File: src/rtl/score_display.sv
`default_nettype none
// ============================================================================
// Module   : score_display
// Purpose  : Resynchronises a 4-digit BCD score, snapshots it once per scan
//            frame and time-multiplexes it onto the Basys3 seven-segment pins.
//            Optional macro LEADING_ZERO_BLANK_EN darkens leading-zero digits.
// Revision : 1.0 - initial release
// ============================================================================
module score_display #(
    parameter int REFRESH_DIV = 100000
) (
    input  logic       clk,
    input  logic       rst,
    input  logic [3:0] ones,
    input  logic [3:0] tens,
    input  logic [3:0] hundreds,
    input  logic [3:0] thous,
    input  logic       blank,
    output logic [3:0] an,
    output logic [6:0] seg,
    output logic       dp
);

    localparam int                  PCNT_W    = $clog2(REFRESH_DIV);
    localparam logic [PCNT_W-1:0]   PCNT_LAST = PCNT_W'(REFRESH_DIV - 1);

    logic [15:0]       s1_q, s1_d;
    logic [15:0]       s2_q, s2_d;
    logic [15:0]       stable_q, stable_d;
    logic [15:0]       frame_q, frame_d;
    logic [PCNT_W-1:0] pcnt_q, pcnt_d;
    logic [1:0]        idx_q, idx_d;
    logic [3:0]        an_q, an_d;
    logic [6:0]        seg_q, seg_d;
    logic              w_tick;
    logic              w_lead_zero;
    logic [3:0]        w_digit;

    // Active-low {g,f,e,d,c,b,a}; anything above 9 shows a dash as a fault flag.
    function automatic logic [6:0] seg_decode(input logic [3:0] d);
        case (d)
            4'd0:    return 7'h40;
            4'd1:    return 7'h79;
            4'd2:    return 7'h24;
            4'd3:    return 7'h30;
            4'd4:    return 7'h19;
            4'd5:    return 7'h12;
            4'd6:    return 7'h02;
            4'd7:    return 7'h78;
            4'd8:    return 7'h00;
            4'd9:    return 7'h10;
            default: return 7'h3F;
        endcase
    endfunction

`ifdef LEADING_ZERO_BLANK_EN
    always_comb begin
        case (idx_q)
            2'd3:    w_lead_zero = (frame_q[15:12] == 4'd0);
            2'd2:    w_lead_zero = (frame_q[15:8]  == 8'd0);
            2'd1:    w_lead_zero = (frame_q[15:4]  == 12'd0);
            default: w_lead_zero = 1'b0;
        endcase
    end
`else
    assign w_lead_zero = 1'b0;
`endif

    always_comb begin
        s1_d     = {thous, hundreds, tens, ones};
        s2_d     = s1_q;
        // Only accept a value seen identically on two consecutive edges.
        stable_d = (s1_q == s2_q) ? s2_q : stable_q;

        w_tick   = (pcnt_q == PCNT_LAST);
        pcnt_d   = w_tick ? '0 : pcnt_q + 1'b1;
        idx_d    = w_tick ? idx_q + 2'd1 : idx_q;
        frame_d  = (w_tick && idx_q == 2'd3) ? stable_q : frame_q;

        // Next-state frame/index: on a tick this is already the new slot's digit.
        w_digit  = frame_d[{idx_d, 2'b00} +: 4];
        seg_d    = seg_decode(w_digit);

        an_d     = 4'hF;
        if (!w_tick && !blank && !w_lead_zero) begin
            an_d = ~(4'b0001 << idx_q);
        end
    end

    always_ff @(posedge clk or posedge rst) begin
        if (rst) begin
            s1_q     <= '0;
            s2_q     <= '0;
            stable_q <= '0;
            frame_q  <= '0;
            pcnt_q   <= '0;
            idx_q    <= '0;
            an_q     <= 4'hF;
            seg_q    <= 7'h7F;
        end else begin
            s1_q     <= s1_d;
            s2_q     <= s2_d;
            stable_q <= stable_d;
            frame_q  <= frame_d;
            pcnt_q   <= pcnt_d;
            idx_q    <= idx_d;
            an_q     <= an_d;
            seg_q    <= seg_d;
        end
    end

    assign an  = an_q;
    assign seg = seg_q;
    assign dp  = 1'b1;

endmodule
`default_nettype wire

File: config.mk
export PLATFORM = sky130hd
export DESIGN_NAME = score_display
export DESIGN_NICKNAME = d
export VERILOG_FILES = /design/src/rtl/score_display.sv
export SDC_FILE = /design/constraint.sdc
export NUM_CORES = 1
export LEC_CHECK = 0
export BUFFER_PORTS_ARGS = -buffer_cell sky130_fd_sc_hd__buf_2
export CAP_MARGIN = 20
export CORE_MARGIN = 2
export CORE_UTILIZATION = 62
export CTS_CLUSTER_SIZE = 28
export DETAILED_ROUTE_END_ITERATION = 12
export GPL_ROUTABILITY_DRIVEN = 0
export PLACE_DENSITY = 0.8
export SLEW_MARGIN = 0
export SYNTH_ARGS = -nofsm -noshare
export SYNTH_HDL_FRONTEND = slang
export SYNTH_SLANG_ARGS = --single-unit
File: constraint.sdc
create_clock -name clk -period 4.9 [get_ports clk]
set_clock_uncertainty 0.1 [all_clocks]
set_input_delay 0.735 -clock clk [delete_from_list [all_inputs] [get_ports clk]]
set_output_delay 0.735 -clock clk [all_outputs]
set_load 0.1 [all_outputs]
==> reports/results.ini <==
[run_status]
status = completed

[floorplanning]
rows = 29
die_h_um = 86.13
ioPinCount = 31
fp.dieW_um = 86.13
die_area_um2 = 7418
initial_utilization_pct = 65.11
core_um2 = 6422

[critical_path]
r2r_slack_ns = 1.40
critical-path-top-delay-family = multiplexers
critPathKind = reg2reg
ff2ff_path_depth = 10
slowest_delay_ns = 0.80
path_buf_inv = 2
crit_chain = ha_1 -> mux2_2 -> mux4_1 -> o31a_1 -> mux2i_1 -> inv_1 -> ha_1 -> inv_1 -> a21o_1 -> a21oi_1
r2r_start = idx_q[0]$_DFF_PP0_
start_kind = register
worstPathMaxFanout = 18
end_kind = register
cp_slowest_cell = dfrtp_1
arrival_ns = 3.70
worstReg2RegEnd = seg[3]$_DFF_PP1_
required_ns = 5.10

[clock_tree]
cts_setup_buffers = 0
htree_levels = 3
cts-resized-gates = 0
clkTransAtPathRegs_ns = 0.09
cts_hold_buf = 0
numCtsBuffers = 9
cts_tree = yes
insertion_delay_ns = 0.36
cts-root-buf = clkbuf_8
clock-sinks = 94
cts_buffer_depth = 2

[sta]
slew_viol_final = 0
post-route-period-util_pct = 71.47
period_needed_ns = 3.502
max-slew-margin-rel_pct = 37.16
rsz0062_at_grt = false
fin_setup_tns_ns = 0
fmax_mhz = 285.6
tightestPinTransition_ns = 0.9339
finalHoldViolations = 0
finalSetupViolCount = 0

[synthesis]
synth_area_leaders = dfrtp_1, mux2_2, dfstp_2
synth_top_area_share_pct = 49.67
syn_avg_cell_area_um2 = 13.58
ys_async_sr_fraction_pct = 100.0
syn_inst = 308
synth_fp_nets = 338
ys.flop_type = dfrtp_1
synth_cell_types = 50
synth_warnings = 0
synth_edf_count = 0
yosysTopAreaCell = dfrtp_1
ys_ff_latch = 94
synth_commonest_cells = dfrtp_1, mux2_2, xnor2_1
ys_seq_area_share_pct = 56.58
synth_area_um2 = 4182
synth_most_common_cell = dfrtp_1

[routing]
drc = 0
routedWlPerCell_um = 16.08
drtIter0Drc = 104
ant_nets = 0
viasPerCell = 5.784
dr.pass1.iters = 4
vias = 2441
drt-total-wl_um = 6784

[layout]
layout.nets = 370
drive_gt1_share_pct = 34.78
area_growth_pct = 10.38
antennaDiodeCount = 0
multi_input_area_um2 = 1722
fillers = 434
final_area_um2 = 4616
regArea_um2 = 2366

[global_route]
use_met2_pct = 33.62
groute.layer.met3.usage_pct = 4.524
grt_pass1_wl_um = 11890
busiest_layer = met2
grt_use_total_pct = 21.00
antenna_found_initial = 0
grt_use_met1_pct = 27.62
grt_pass1_vias = 2482
overflow = 0
grt_start_max_net_pins = 64

[pwr]
leakage_nw = 2.169
powerDensity_nw_per_um2 = 296.8
ir_worst_vdd_mv = 0.2182

[job]
drv_cap = 0

[min_path]
hold_class = in2async

[placed_design]
hpwl_um = 4823
place_area_um2 = 4388
port_buffers = 29

## power breakdown
part           internal (mW)  switching (mW)
logic                 0.0169          0.0284
clock network          0.253           0.272
registers              0.790         0.00998
total                   1.06           0.310
## how the worst max path moves through the flow
stage	depth (start not counted)	slack, ns	end	startpoint
final	10	1.40	seg[3]$_DFF_PP1_	idx_q[0]$_DFF_PP0_
after global routing	10	1.13	seg[3]$_DFF_PP1_	idx_q[0]$_DFF_PP0_
after CTS	10	1.40	seg[3]$_DFF_PP1_	idx_q[0]$_DFF_PP0_
after detailed placement	10	1.42	seg[3]$_DFF_PP1_	idx_q[0]$_DFF_PP0_
after global placement	10	1.55	seg[3]$_DFF_PP1_	idx_q[0]$_DFF_PP0_
after floorplan	1	1.63	frame_q[0]$_DFF_PP0_	rst
## routing by layer
layer | up-vias | part of all wire, %
met1 | 1246 | 45
li1 | 1144 | -
met3 | 12 | 2.9
met2 | 39 | 50
met4 | 0 | 2.2
met5 | - | 0
## stage by stage
stage / setup slack, ns / cells / power [mW] / hold slack [ns] / util [%]
after detailed placement: 1.417 / 405 / 0.8601 / 0.2803 / 68.32
after CTS: 1.396 / 421 / 1.380 / 0.3011 / 71.56
after floorplan: 1.635 / 308 / 0.8434 / 0.2727 / -
after global routing: 1.129 / 422 / 1.422 / 0.3061 / 71.87
final: 1.398 / 422 / 1.370 / 0.2959 / 71.87
after global placement: 1.550 / 405 / 0.8581 / 0.2791 / 68.32
## sequential cells by signal, indices dropped and copies added (netlist names)
| register | flops |
|---|---|
| an | 4 |
| frame_q | 16 |
| idx_q | 2 |
| pcnt_q | 17 |
| s1_q | 16 |
| s2_q | 16 |
| seg | 7 |
| stable_q | 16 |
## logic make-up (layout without fill, tap and decap cells)
family | after synthesis | count (layout) | share of synthesized area, %
AND/OR/NAND/NOR | 75 | 75 | 10.29
multiplexers | 59 | 59 | 18.55
other | 1 | 1 | 0.08968
XOR/XNOR | 30 | 30 | 6.284
AO/OA/AOI/OAI | 17 | 17 | 2.513
flip-flops | 94 | 94 | 56.58
adder cells (fa/ha/maj) | 11 | 11 | 3.291
buffers and inverters | 21 | 58 | 2.393
## cells in the final DEF, fill, tap and decap left out, drive strengths merged, types with 9 or more instances in the layout
master  Yosys  layout
dfstp      11      11
ha         11      11
mux2       44      44
xnor2      24      24
dfrtp      83      83
inv         9       9
nand4      10      10
buf         6      32
nand2      14      14
nor2       17      17
clkbuf      5      10
## final cells by class
cell class                 count  share of cell area [%]
tap                           77                   2.087
multi-input combinational    193                   37.30
inverter                      10                  0.9488
sequential                    94                   51.26
clock buffer                  10                   2.982
timing repair buffer          32                   3.903
clock inverter                 6                   1.518
(Power assumes the default switching activity.)
